`config.mk`:
```
export PLATFORM = sky130hd
export DESIGN_NAME = mem_bist
export DESIGN_NICKNAME = d
export VERILOG_FILES = /design/src/rtl/gm64_pkg.sv /design/src/rtl/bist_pattern.sv /design/src/rtl/mem_bist.sv
export SDC_FILE = /design/constraint.sdc
export NUM_CORES = 1
export LEC_CHECK = 0
export BUFFER_PORTS_ARGS = -buffer_cell sky130_fd_sc_hd__buf_4
export CAP_MARGIN = 20
export CORE_ASPECT_RATIO = 1.25
export CORE_MARGIN = 2
export CORE_UTILIZATION = 30
export DETAILED_ROUTE_END_ITERATION = 8
export SETUP_SLACK_MARGIN = 0.02
export SYNTH_ARGS = -nofsm -noshare
export SYNTH_HDL_FRONTEND = slang
export SYNTH_HIERARCHICAL = 1
export SYNTH_SLANG_ARGS = --single-unit
```
`constraint.sdc`:
```
create_clock -name clkSys -period 12.1 [get_ports clkSys]
set_input_delay 3.025 -clock clkSys [delete_from_list [all_inputs] [get_ports clkSys]]
set_output_delay 3.025 -clock clkSys [all_outputs]
set_load 0.03 [all_outputs]
```
`src/rtl/gm64_pkg.sv`:
```
// Shared types for the gm64 memory self-test: BIST FSM states, pattern modes
// and the VIC palette used for the debug status colour.
package gm64_pkg;

   typedef enum logic [2:0] {
      IDLE, DELAY, WR_REQ, WR_WAIT, RD_REQ, RD_WAIT, CHECK, DONE
   } BistState;

   typedef enum logic [1:0] {
      FIXED, ADDR, WALK, CHECKER
   } BistMode;

   typedef enum logic [3:0] {
      BLACK, WHITE, RED, CYAN, PURPLE, GREEN, BLUE, YELLOW,
      ORANGE, BROWN, LIGHT_RED, DARK_GRAY, GRAY, LIGHT_GREEN, LIGHT_BLUE, LIGHT_GRAY
   } Color;

   // Debug colour for the top level: gray while testing, green/red once finished.
   function automatic Color bist_color(input logic running, input logic done, input logic pass);
      if (running)
         return GRAY;
      if (done)
         return pass ? GREEN : RED;
      return BLACK;
   endfunction

endpackage

```
`src/rtl/bist_pattern.sv`:
```
// Combinational data-pattern generator shared by the BIST write and compare paths.
module bist_pattern
   import gm64_pkg::*;
#(
   parameter int unsigned       ADDR_W    = 24,
   parameter int unsigned       DATA_W    = 8,
   parameter logic [DATA_W-1:0] FIXED_PAT = DATA_W'(8'hAA)
) (
   input  BistMode             mode,
   input  logic [ADDR_W-1:0]   addr,
   input  logic                sweep,
   output logic [DATA_W-1:0]   data
);

   logic [DATA_W-1:0] alt;
   logic [DATA_W-1:0] base;

   always_comb begin
      alt = '0;
      for (int unsigned i = 0; i < DATA_W; i++)
         alt[i] = ~i[0];
      unique case (mode)
         FIXED:   base = FIXED_PAT;
         ADDR:    base = DATA_W'(addr);
         WALK:    base = DATA_W'(1) << (addr % ADDR_W'(DATA_W));
         CHECKER: base = addr[0] ? alt : ~alt;
         default: base = FIXED_PAT;
      endcase
      data = sweep ? ~base : base;
   end

endmodule

```
`src/rtl/mem_bist.sv`:
```
// Memory built-in self-test: write sweep then read/verify sweep over a
// programmable range through the memCtrl request/busy handshake.
module mem_bist
   import gm64_pkg::*;
#(
   parameter int unsigned       ADDR_W      = 24,
   parameter int unsigned       DATA_W      = 8,
   parameter int unsigned       START_DELAY = 50000,
   parameter int unsigned       TIMEOUT_CYC = 4096,
   parameter logic [DATA_W-1:0] FIXED_PAT   = DATA_W'(8'hAA),
   parameter bit                DUAL_SWEEP  = 1'b1,
   parameter int unsigned       ERR_W       = 16
) (
   input  logic              clkSys,
   input  logic              reset,
   input  logic              i_start,
   input  logic [1:0]        i_mode,
   input  logic [ADDR_W-1:0] i_addrFirst,
   input  logic [ADDR_W-1:0] i_addrLast,
   input  logic              i_stopOnFail,
   output logic              o_cs,
   output logic              o_write,
   output logic [ADDR_W-1:0] o_address,
   output logic [DATA_W-1:0] o_dataToWrite,
   input  logic [DATA_W-1:0] i_dataRead,
   input  logic              i_busy,
   input  logic              i_dataReady,
   output logic              o_running,
   output logic              o_done,
   output logic              o_pass,
   output logic              o_timeout,
   output logic [ERR_W-1:0]  o_errCount,
   output logic [ADDR_W-1:0] o_failAddr,
   output logic [DATA_W-1:0] o_expected,
   output logic [DATA_W-1:0] o_actual
);

   localparam int unsigned DLY_W   = (START_DELAY > 1) ? $clog2(START_DELAY) : 1;
   localparam int unsigned DLY_END = (START_DELAY > 0) ? START_DELAY - 1 : 0;
   localparam int unsigned TO_W    = (TIMEOUT_CYC > 1) ? $clog2(TIMEOUT_CYC) : 1;
   localparam int unsigned TO_END  = (TIMEOUT_CYC > 0) ? TIMEOUT_CYC - 1 : 0;

   BistState          state, state_next;
   BistMode           mode;
   logic [ADDR_W-1:0] addr_first, addr_last, addr;
   logic              stop_on_fail, sweep, busy_seen;
   logic [DLY_W-1:0]  delay_cnt;
   logic [TO_W-1:0]   to_cnt;
   logic [DATA_W-1:0] pattern, read_data;
   logic              at_last, mismatch, handshake, to_expired, timing_out;

   bist_pattern #(.ADDR_W(ADDR_W), .DATA_W(DATA_W), .FIXED_PAT(FIXED_PAT)) u_pattern (
      .mode  (mode),
      .addr  (addr),
      .sweep (sweep),
      .data  (pattern)
   );

   assign at_last    = (addr == addr_last);
   assign mismatch   = (read_data != pattern);
   assign handshake  = state inside {WR_REQ, WR_WAIT, RD_REQ, RD_WAIT};
   assign to_expired = handshake && (to_cnt == TO_W'(TO_END));
   // Handshake states only reach DONE through the timeout path.
   assign timing_out = handshake && (state_next == DONE);

   always_ff @(posedge clkSys or posedge reset) begin
      if (reset)
         state <= IDLE;
      else
         state <= state_next;
   end

   always_comb begin
      state_next = state;
      unique case (state)
         IDLE, DONE:
            if (i_start)
               state_next = (i_addrLast < i_addrFirst) ? DONE : DELAY;
         DELAY:
            if (delay_cnt == DLY_W'(DLY_END))
               state_next = WR_REQ;
         WR_REQ:
            if (!i_busy)          state_next = WR_WAIT;
            else if (to_expired)  state_next = DONE;
         WR_WAIT:
            if (busy_seen && !i_busy) state_next = at_last ? RD_REQ : WR_REQ;
            else if (to_expired)      state_next = DONE;
         RD_REQ:
            if (!i_busy)          state_next = RD_WAIT;
            else if (to_expired)  state_next = DONE;
         RD_WAIT:
            if ((busy_seen || i_busy) && i_dataReady) state_next = CHECK;
            else if (to_expired)                      state_next = DONE;
         CHECK:
            if (mismatch && stop_on_fail) state_next = DONE;
            else if (at_last)             state_next = (!sweep && DUAL_SWEEP) ? WR_REQ : DONE;
            else                          state_next = RD_REQ;
         default:
            state_next = IDLE;
      endcase
   end

   // Request strobes are gated by i_busy in the same cycle so o_cs is low for exactly the accepted cycle.
   always_comb begin
      o_cs          = 1'b1;
      o_write       = 1'b0;
      o_dataToWrite = '0;
      if (state == WR_REQ && !i_busy) begin
         o_cs          = 1'b0;
         o_write       = 1'b1;
         o_dataToWrite = pattern;
      end else if (state == RD_REQ && !i_busy) begin
         o_cs = 1'b0;
      end
      o_address = addr;
      o_running = !(state inside {IDLE, DONE});
      o_done    = (state == DONE);
      o_pass    = (state == DONE) && (o_errCount == '0) && !o_timeout;
   end

   always_ff @(posedge clkSys or posedge reset) begin
      if (reset) begin
         mode         <= FIXED;
         addr_first   <= '0;
         addr_last    <= '0;
         addr         <= '0;
         stop_on_fail <= 1'b0;
         sweep        <= 1'b0;
         busy_seen    <= 1'b0;
         delay_cnt    <= '0;
         to_cnt       <= '0;
         read_data    <= '0;
         o_timeout    <= 1'b0;
         o_errCount   <= '0;
         o_failAddr   <= '0;
         o_expected   <= '0;
         o_actual     <= '0;
      end else begin
         unique case (state)
            IDLE, DONE:
               if (i_start) begin
                  mode         <= BistMode'(i_mode);
                  addr_first   <= i_addrFirst;
                  addr_last    <= i_addrLast;
                  stop_on_fail <= i_stopOnFail;
                  delay_cnt    <= '0;
                  o_timeout    <= 1'b0;
                  o_errCount   <= '0;
                  o_failAddr   <= '0;
                  o_expected   <= '0;
                  o_actual     <= '0;
               end
            DELAY: begin
               delay_cnt <= delay_cnt + DLY_W'(1);
               if (state_next == WR_REQ) begin
                  addr  <= addr_first;
                  sweep <= 1'b0;
               end
            end
            WR_REQ, RD_REQ:
               busy_seen <= i_busy;
            WR_WAIT: begin
               if (i_busy)
                  busy_seen <= 1'b1;
               if (state_next == RD_REQ)
                  addr <= addr_first;
               else if (state_next == WR_REQ)
                  addr <= addr + ADDR_W'(1);
            end
            RD_WAIT: begin
               if (i_busy)
                  busy_seen <= 1'b1;
               if (state_next == CHECK)
                  read_data <= i_dataRead;
            end
            CHECK: begin
               if (mismatch) begin
                  if (o_errCount != '1)
                     o_errCount <= o_errCount + ERR_W'(1);
                  if (o_errCount == '0) begin
                     o_failAddr <= addr;
                     o_expected <= pattern;
                     o_actual   <= read_data;
                  end
               end
               if (state_next == WR_REQ) begin
                  sweep <= 1'b1;
                  addr  <= addr_first;
               end else if (state_next == RD_REQ) begin
                  addr <= addr + ADDR_W'(1);
               end
            end
            default: ;
         endcase
         if (timing_out)
            o_timeout <= 1'b1;
         if (state_next != state || !handshake)
            to_cnt <= '0;
         else
            to_cnt <= to_cnt + TO_W'(1);
      end
   end

endmodule

```
Word-level counts from Yosys, hierarchy flattened
Index checks and enable logic that the tools add are counted.
Storage, ports and cells
  flip-flop bits (word level): 173
  output and inout port bits: 94
  logic and storage cells: 142
Operators by class
  $add $sub $neg: 4
  magnitude comparators: 1
  eq/ne operators: 29
  shift operators: 1
  multiplexer cells: 51
  bitwise logic cells: 1
  reductions and logical operators: 39
Operators by type and width (number)
  $mux W24: 8
  $pmux W24 S3: 1
  $mux W8: 8
  $pmux W16 S2: 2
  $mux W16: 3
  $pmux W24 S2: 1
  $mux W3: 12
  $add A16 B1 Y16 const B: 2
  $pmux W8 S2: 2
  $pmux W8 S4: 1
  $add A24 B1 Y24 const B: 1
  $eq A24 B24 Y1: 1
  $lt A24 B24 Y1: 1
  $eq A3 B3 Y1 const B: 7
  $pmux W3 S7: 1
  $eq A16 B16 Y1 const B: 1
  $logic_not A16 Y1: 1
  $ne A16 B16 Y1 const B: 1
  $reduce_bool A2 Y1: 7
  $add A12 B1 Y12 const B: 1
  $eq A12 B12 Y1 const B: 1
  $mux W12: 1
  $ne A2 B2 Y1 const B: 6
  $reduce_and A4 Y1: 3
  other kinds (23): 53

Logic depth before layout (Yosys ltp)
Gate-level depths: netlist of run 1.
  word-level depth: 12
  gate-level depth with buffers: 15
  depth with buffers taken out: 12

Modules after synthesis
The synthesis of run 1 kept the hierarchy.
Modules (own cells, without submodules)
  mem_bist: times used 1, cells each 1018, area each 9049.9 sq um
  bist_pattern: times used 1, cells each 42, area each 315.3 sq um

Worst setup path after synthesis of run 1
OpenSTA, ideal clock, no wires.
  kind: input to output
  start: input port i_busy
  end: output port o_write
  arrival time: 4.104 ns
  required time: 9.075 ns
  path slack: 4.971 ns
  stages: 2
  cell sequence: clkbuf_1 > nor4_1
On the way
  word-level cells in the longest chain between the ends: 3
Ends and longest elaborated chain
  from (decl): line mem_bist.sv:26  | input logic i_busy,
  $logic_not A1 Y1: line mem_bist.sv:108  | if (state == WR_REQ && !i_busy) begin
  $logic_and A1 B1 Y1: line mem_bist.sv:108
  $mux W1: line mem_bist.sv:108
  to (decl): line mem_bist.sv:22  | output logic o_write,
Every way passes these cells.

Final worst setup path of run 1
  start: input port i_busy
  end: output port o_dataToWrite[6]
On the way
  word-level cells in the longest chain between the ends: 3
Ends and longest elaborated chain
  $logic_not A1 Y1: line mem_bist.sv:108
  $logic_and A1 B1 Y1: line mem_bist.sv:108
  $mux W8: line mem_bist.sv:108
  to (decl): line mem_bist.sv:24  | output logic [DATA_W-1:0] o_dataToWrite,
Every way passes these cells.

==> flow_metrics.py, run 1 <==
metrics = {
    "run_status": {
        "status": "finished, final reports clean",
    },
    "clock_network": {
        "htree_levels": 4,
        "clk_pin_slew_ns": 0.07,
        "clk_latency_ns": 0.44,
        "cts_setup_buffers": 0,
        "cts_buffers": 17,
        "cts_sinks": 173,
        "cts-resized-gates": 0,
        "postCtsHoldBufs": 0,
        "clock_path_buffers": 2,
        "cts_root_buffer": "clkbuf_16",
        "cts_tree": "built",
    },
    "critical_path": {
        "path_max_fanout": 10,
        "worstPathRequired_ns": 9.07,
        "cp.arrival_ns": 4.15,
        "startpoint_type": "primary input",
        "end_kind": "output pin",
        "reg2reg_slack_ns": 7.35,
        "worstSetupPathType": "primary input to output pin",
    },
    "logic_synthesis": {
        "yosysUniqueCellTypes": 70,
        "seq_area_frac_synth_pct": 46.2,
        "synth-warning-count": 6,
        "synth_nets": 1152,
        "synthMuxAreaShare_pct": 2.67,
        "synth-simple-area-share_pct": 23.0,
        "synth-edff-count": 0,
        "syn_avg_cell_area_um2": 8.84,
        "synth_top_flop_cell": "dfrtp_1",
        "post_synth_xor_area_fraction_pct": 5.99,
        "synth_top_family_by_area": "simple AND/OR/NAND/NOR gates",
        "synth_compound_area_share_pct": 13.5,
        "synthAdderAreaFrac_pct": 3.85,
        "synthCells": 1060,
        "ys_seq_elements": 173,
        "synth_area_um2": 9370,
        "synthArstFlopShare_pct": 100,
    },
    "sta": {
        "max_freq_mhz": 139,
        "fin_crit_ns": 7.17,
        "period_share_pct": 59.3,
        "final.setup.tns_ns": 0,
        "slew_headroom_pct": 31.8,
        "final-hold-violation-count": 0,
        "grt_setup_unrepaired": "no",
        "finalSetupViolations": 0,
        "clock_skew_ns": 0.00986,
        "slew_viol_final": 0,
        "worst_pin_slew_ns": 1.02,
    },
    "finish": {
        "diodes": 0,
        "fin_util_pct": 37.6,
        "multi_input_area_um2": 4620,
        "drive_gt1_share_pct": 18.5,
        "layout_commonest_cell": "nand2_1",
        "fillers": 3178,
        "final_cell_mix": "238 x nand2_1, 173 x dfrtp_1, 165 x buf_4",
        "regArea_um2": 4330,
        "area_growth_pct": 23.7,
        "fin_nets": 1282,
    },
    "detailed_routing": {
        "ant_nets": 0,
        "routed_wl_um": 26700,
        "vias": 7943,
        "dr.pass1.iters": 4,
        "wl_per_cell_um": 16.6,
        "drcViolationCount": 0,
        "drt_iter0_markers": 563,
        "vias_per_cell": 4.93,
    },
    "power": {
        "p_leak_uw": 0.00553,
        "powerDensity_nw_per_um2": 258,
        "ir_drop_uv": 112,
    },
    "floorplanning": {
        "die_y_um": 202,
        "ios": 158,
        "start_util_pct": 30.4,
        "die_area_um2": 32700,
        "die_w_um": 162,
        "core_area_um2": 30800,
        "core.rowCount": 72,
    },
    "place": {
        "place.gp.congestion": 0.852,
        "port_buffers": 157,
        "hpwl_um": 19300,
    },
    "global_route": {
        "antenna_found_initial": 0,
        "grt_first_pass_wirelength_um": 42700,
        "grt_max_degree": 100,
        "grt_pass1_vias": 7579,
        "gr-total-overflow": 0,
        "track_usage_pct": 16.6,
    },
    "flow_run": {
        "drv_cap": 0,
    },
    "worst_hold_path": {
        "holdCritPathClass": "flip-flop to flip-flop",
    },
}
per-layer routing:
layer	GRT usage [%]	share of wire, %
met2	27.6	50
met1	22.0	44
met4	4.90	1.7
met5	0	0
met3	2.84	4.2
state kept, by name (all words and copies together) (netlist names), 2 cells and up:
name        flops
o_actual        8
read_data       8
o_address      24
delay_cnt      16
state           3
addr_first     24
o_expected      8
o_failAddr     24
mode            2
to_cnt         12
o_errCount     16
addr_last      24
path summary, 6_finish.rpt:
check | from | end | depth (start not counted)
max | i_busy | o_dataToWrite[6] | 4
min | addr_first[18] | addr_first[18] | 2
min in group asynchronous | reset | o_failAddr[5] | 2
min reg2reg | addr_first[18] | addr_first[18] | 2
max reg2reg | o_address[0] | o_address[13] | 13
max in group asynchronous | reset | o_address[15] | 3
synth_stat cells (3+ instances only):
library cell | count | area, um^2
o21ai_1 | 6 | 30.0
inv_1 | 54 | 203
a211oi_1 | 4 | 30.0
mux2i_1 | 16 | 160
or4_1 | 5 | 37.5
and3_1 | 29 | 181
a211o_1 | 7 | 61.3
nor4_1 | 11 | 68.8
dfrtp_1 | 173 | 4330
xor2_1 | 42 | 368
mux2_2 | 8 | 90.1
and3b_1 | 3 | 26.3
and4_1 | 4 | 35.0
nor4b_1 | 3 | 26.3
buf_2 | 3 | 15.0
buf_6 | 4 | 45.0
nand2_1 | 238 | 893
clkbuf_1 | 43 | 161
o21ai_0 | 105 | 526
nor4bb_1 | 3 | 30.0
or3_1 | 11 | 68.8
a21o_1 | 11 | 82.6
ha_1 | 28 | 350
nor2b_1 | 10 | 62.6
o2bb2ai_1 | 3 | 26.3
o2111ai_1 | 3 | 26.3
nand3_1 | 30 | 150
nor3_1 | 13 | 65.1
buf_1 | 4 | 15.0
xnor2_1 | 22 | 193
o211ai_1 | 4 | 30.0
nand3b_1 | 3 | 22.5
nand4_1 | 18 | 113
a21oi_1 | 18 | 90.1
o31ai_1 | 3 | 22.5
nor2_1 | 60 | 225
a22oi_1 | 16 | 120
worst max-delay path, stage by stage:
cell    delay [ns]
buf_4         0.15
nor2_1        0.55
and3_1        0.26
buf_4         0.16
area by class of cell:
class                   instances  area share, %
flip-flops and latches        173           37.4
clock buffers                  18           3.79
well taps                     407           4.40
repair buffers                166           10.9
multi-input cells             778           39.9
clock inverters                14           1.78
inverters                      54           1.79
cell families after synthesis:
group / after synthesis
AND/OR/NAND/NOR: 458
AO/OA/AOI/OAI: 203
flip-flops: 173
buffers and inverters: 109
XOR/XNOR: 64
adder cells (fa/ha/maj): 29
multiplexers: 24
stage by stage:
step | power [uW] | hold slack (ns) | worst slack [ns] | cell area (um^2) | std cells
detailed placement | 2400 | 0.470 | 4.92 | 10900 | 1578
floorplan | 1910 | 0.439 | 4.39 | 9370 | 1060
CTS | 3010 | 0.487 | 4.92 | 11600 | 1610
global route | 3190 | 0.502 | 4.84 | 11600 | 1610
global placement | 2370 | 0.460 | 4.97 | 10900 | 1577
finish | 2990 | 0.482 | 4.93 | 11600 | 1610
report_power, final:
part,internal [uW],leakage [uW],total (uW),switching (uW)
clock network,356,0.000306,605,250
registers,785,0.00221,1060,276
logic,504,0.00302,1320,816
Note: power is estimated with default switching activity, not from simulation.
==> run 2: changes to the inputs <==
- clock period: 12.1 -> 6.65 ns (I/O delays scaled with it)
==> flow_metrics.py, run 2 (synthesis gave the netlist of run 1 again) <==
metrics = {
    "clock_network": {
        "htree_levels": 4,
        "clk_latency_ns": 0.44,
        "cts_root_buffer": "clkbuf_16",
        "cts_setup_buffers": 0,
        "cts_buffers": 17,
        "cts-resized-gates": 0,
        "clk_pin_slew_ns": 0.07,
        "clock_path_buffers": 2,
        "cts_tree": "built",
        "cts_sinks": 173,
        "postCtsHoldBufs": 0,
    },
    "sta": {
        "fin_crit_ns": 4.49,
        "final.setup.tns_ns": 0,
        "finalSetupViolations": 0,
        "slew_headroom_pct": 35.7,
        "slew_viol_final": 0,
        "grt_setup_unrepaired": "no",
        "max_freq_mhz": 223,
        "hold_ws_ns": 0.481,
        "period_share_pct": 67.5,
        "clock_skew_ns": 0.00824,
        "final-hold-violation-count": 0,
        "worst_pin_slew_ns": 0.963,
    },
    "floorplanning": {
        "start_util_pct": 30.4,
        "core_area_um2": 30800,
        "core.rowCount": 72,
        "die_area_um2": 32700,
        "ios": 158,
        "die_y_um": 202,
        "die_w_um": 162,
    },
    "critical_path": {
        "path_max_fanout": 18,
        "r2r_cells": 13,
        "reg2reg_slack_ns": 2.21,
        "crit_end": "o_dataToWrite[2]",
        "worstReg2RegEnd": "o_address[13]",
        "worstPathRequired_ns": 4.99,
        "end_kind": "output pin",
        "crit_start": "o_address[0]",
        "startpoint_type": "flip-flop",
        "cp.arrival_ns": 2.83,
        "reg2reg_from": "o_address[0]",
        "worstSetupPathType": "flip-flop to output pin",
    },
    "power": {
        "powerDensity_nw_per_um2": 466,
        "p_total_uw": 5380,
        "ir_drop_uv": 247,
        "p_leak_uw": 0.00552,
    },
    "finish": {
        "diodes": 0,
        "layout_commonest_cell": "nand2_1",
        "final_cell_mix": "238 x nand2_1, 173 x dfrtp_1, 164 x buf_4",
        "area_growth_pct": 23.3,
        "fin_area_um2": 11500,
        "fillers": 3155,
        "fin_nets": 1283,
        "drive_gt1_share_pct": 18.4,
    },
    "detailed_routing": {
        "dr.pass1.iters": 5,
        "drt_iter0_markers": 575,
        "drcViolationCount": 0,
        "wl_per_cell_um": 17.1,
        "vias_per_cell": 5.00,
        "vias": 8057,
        "ant_nets": 0,
        "routed_wl_um": 27500,
    },
    "global_route": {
        "grt_max_degree": 95,
        "gr-total-overflow": 0,
        "antenna_found_initial": 0,
        "grt_first_pass_wirelength_um": 43500,
        "track_usage_pct": 17.0,
        "grt_pass1_vias": 7812,
    },
    "place": {
        "hpwl_um": 20000,
        "dpl_cell_area_um2": 10900,
        "place.gp.congestion": 0.838,
        "port_buffers": 157,
    },
    "worst_hold_path": {
        "whs_path_depth": 1,
        "holdCritPathClass": "flip-flop to flip-flop",
    },
    "run_status": {
        "status": "finished, final reports clean",
    },
    "flow_run": {
        "drv_cap": 0,
    },
}
[run 2: cell types whose count changed in the layout (fill, tap and decap cells not counted), sizes merged]
cell	change
clkbuf	+1
clkinvlp	-2
inv	+4
bufinv	-3
buf	+1
[run 2: worst min path at each step]
stage | start | end | slack [ns]
2_1_floorplan | stop_on_fail | stop_on_fail | 0.44
3_3_place_gp | addr_first[20] | addr_first[20] | 0.46
3_5_place_dp | addr_first[18] | addr_first[18] | 0.47
4_1_cts | to_cnt[0] | to_cnt[0] | 0.49
5_1_grt | addr_first[14] | addr_first[14] | 0.52
6_report | to_cnt[0] | to_cnt[0] | 0.48
[run 2: report_power, final]
group,total [uW],internal [uW],switching (uW),leakage [uW]
clock,1010,536,470,0.000282
sequential,1950,1430,518,0.00221
combinational,2430,933,1490,0.00304
[run 2: layout make-up]
class                      count  area (um^2)  share of cell area [%]
clock inverter                13          129                    1.12
inverter                      54          208                    1.80
multi-input combinational    778         4620                    40.0
tap                          407          509                    4.41
timing repair buffer         167         1310                    11.3
clock buffer                  19          443                    3.84
sequential                   173         4330                    37.5
[run 2: critical path, stage by stage (launching register included)]
cell,delay (ns)
dfrtp_1,0.58
or4b_1,0.61
and4_1,0.21
or4_1,0.58
and3_1,0.22
buf_4,0.18
[run 2: per-layer routing]
| metal | part of all wire (%) | vias up | wire length [um] | GRT usage (%) |
|---|---|---|---|---|
| met2 | 48 | 187 | 13300 | 27.7 |
| met1 | 46 | 3912 | 12500 | 23.0 |
| met5 | 0 | - | 0 | 0 |
| met4 | 2.1 | 0 | 580 | 5.31 |
| li1 | - | 3919 | - | - |
| met3 | 3.9 | 39 | 1080 | 2.97 |
[run 2: per-stage QoR]
| stage | instances | utilization [%] | setup WS (ns) |
|---|---|---|---|
| after detailed placement | 1578 | 35.5 | 2.05 |
| after global routing | 1611 | 37.5 | 2.03 |
| after CTS | 1610 | 37.4 | 2.02 |
| after floorplan | 1060 | - | 0.299 |
| after global placement | 1576 | 35.4 | 1.96 |
| final | 1611 | 37.5 | 2.16 |
==> run 3: changes to the inputs <==
- clock period: 6.65 -> 4.2 ns (I/O delays scaled with it)
==> flow_metrics.py, run 3 (synthesis gave the netlist of run 1 again) <==
metrics = {
    "sta": {
        "grt_setup_unrepaired": "no",
        "final.setup.tns_ns": 0,
        "worst_pin_slew_ns": 0.858,
        "slew_headroom_pct": 42.4,
        "max_freq_mhz": 258,
        "clock_skew_ns": 0.0106,
        "period_share_pct": 92.4,
        "finalSetupViolations": 0,
        "fin_crit_ns": 3.88,
        "slew_viol_final": 0,
        "final-hold-violation-count": 0,
    },
    "finish": {
        "area_growth_pct": 25.5,
        "fin_cells": 1633,
        "fin_area_um2": 11800,
        "fin_nets": 1305,
        "diodes": 0,
        "layout_commonest_cell": "nand2_1",
        "final_cell_mix": "238 x nand2_1, 184 x buf_4, 173 x dfrtp_1",
        "drive_gt1_share_pct": 20.1,
    },
    "clock_network": {
        "cts_root_buffer": "clkbuf_16",
        "htree_levels": 4,
        "cts_sinks": 173,
        "cts_buffers": 17,
        "postCtsHoldBufs": 0,
        "clk_latency_ns": 0.44,
        "clk_pin_slew_ns": 0.07,
        "cts_tree": "built",
        "clock_path_buffers": 2,
    },
    "critical_path": {
        "crit_chain": "or4b_1 -> and4_1 -> or4_1 -> xor2_1 -> nor4_2 -> a21boi_1 -> a31oi_1 -> o31a_4 -> a41oi_4 -> o21ai_4 -> buf_12 -> o32ai_1 -> a211o_1",
        "path_max_fanout": 47,
        "worstSetupPathType": "flip-flop to flip-flop",
        "path_buf_inv": 1,
        "critical_path.slowest_cell": "or4_1",
        "cp.arrival_ns": 4.20,
        "worstReg2RegEnd": "o_address[19]",
        "cp.depth": 13,
        "r2r_cells": 13,
        "cp_slowest_stage_delay_ns": 0.58,
        "reg2reg_slack_ns": 0.32,
        "worstPathRequired_ns": 4.52,
        "path_delay_family": "simple AND/OR/NAND/NOR gates",
        "reg2reg_from": "o_address[2]",
        "startpoint_type": "flip-flop",
        "end_kind": "flip-flop",
    },
    "global_route": {
        "grt_pass1_vias": 7914,
        "grt_first_pass_wirelength_um": 44100,
        "gr-total-overflow": 0,
        "track_usage_pct": 17.1,
        "antenna_found_initial": 0,
        "grt_max_degree": 102,
    },
    "place": {
        "dpl_cell_area_um2": 11100,
        "dp_cells": 1601,
        "port_buffers": 157,
        "place.gp.congestion": 0.852,
        "hpwl_um": 20300,
    },
    "power": {
        "ir_drop_uv": 331,
        "p_seq_share_pct": 32.9,
        "swShare_pct": 45.0,
        "pwr-share-comb_pct": 48.6,
        "switchingPower_uw": 3910,
        "internal_power_uw": 4790,
        "p_leak_uw": 0.00563,
        "clockPowerShare_pct": 18.5,
        "p_total_uw": 8700,
        "powerDensity_nw_per_um2": 740,
    },
    "detailed_routing": {
        "routed_wl_um": 27600,
        "vias_per_cell": 4.92,
        "drcViolationCount": 0,
        "wl_per_cell_um": 16.9,
        "vias": 8033,
        "ant_nets": 0,
        "dr.pass1.iters": 4,
        "drt_iter0_markers": 762,
    },
    "worst_hold_path": {
        "holdCritPathClass": "flip-flop to flip-flop",
        "hp-start": "stop_on_fail",
        "holdPathEnd": "stop_on_fail",
        "whs_path_depth": 2,
    },
    "run_status": {
        "status": "finished, final reports clean",
    },
    "floorplanning": {
        "die_area_um2": 32700,
        "ios": 158,
        "core_area_um2": 30800,
        "die_y_um": 202,
        "core.rowCount": 72,
        "start_util_pct": 30.4,
        "die_w_um": 162,
    },
    "flow_run": {
        "drv_cap": 0,
    },
}
[run 3: worst max-delay path by stage]
stage	from	to	slack [ns]
final	o_address[2]	o_address[19]	0.32
after global routing	o_address[0]	o_address[13]	0.1
after CTS	o_address[2]	o_address[19]	0.22
after detailed placement	o_address[2]	o_address[19]	0.24
after global placement	o_address[0]	o_address[13]	0.37
after floorplan	o_address[2]	o_address[19]	0.30
[run 3: what timing repair did]
action | 4_1_cts | 5_1_grt
buffers inserted | 0 | 0
resized for setup | 0 | 3
setup endpoints to repair | 0 | 22
[run 3: layer usage]
layer  vias to the layer above  wire length [um]  track usage, %
met5                         -                 0               0
met1                      3903             12900            23.7
li1                       3952                 -               -
met4                         0               413            4.65
met2                       156             13200            27.7
met3                        22              1020            2.91
[run 3: worst reg2reg max path, cell delays in order, from the launching register on]
cell	delay [ns]
dfrtp_1	0.39
or4b_1	0.55
and4_1	0.22
or4_1	0.58
xor2_1	0.18
nor4_2	0.31
a21boi_1	0.15
a31oi_1	0.20
o31a_4	0.20
a41oi_4	0.14
o21ai_4	0.18
buf_12	0.25
o32ai_1	0.12
a211o_1	0.28
[run 3: final cells by class]
type                    instances  area (um^2)
fillers                      3185        19100
multi-input cells             778         4640
flip-flops and latches        173         4330
repair buffers                189         1480
well taps                     407          509
clock buffers                  20          457
inverters                      54          206
clock inverters                12          136
[run 3: power groups by stage]
| stage | logic, uW | clock network [uW] | registers (uW) |
|---|---|---|---|
| floorplan | 2270 | 0 | 3240 |
| global placement | 4160 | 0 | 2890 |
| detailed placement | 4220 | 0 | 2890 |
| CTS | 4230 | 1640 | 2860 |
| global route | 4660 | 1710 | 2940 |
| finish | 4230 | 1610 | 2860 |
[run 3: through the flow]
stage | util [%] | setup WS, ns | hold WS [ns]
after floorplan | - | 0.298 | 0.439
after global placement | 36.2 | 0.370 | 0.455
after detailed placement | 36.2 | 0.240 | 0.461
after CTS | 38.1 | 0.222 | 0.477
after global routing | 38.2 | 0.0996 | 0.520
final | 38.2 | 0.320 | 0.472
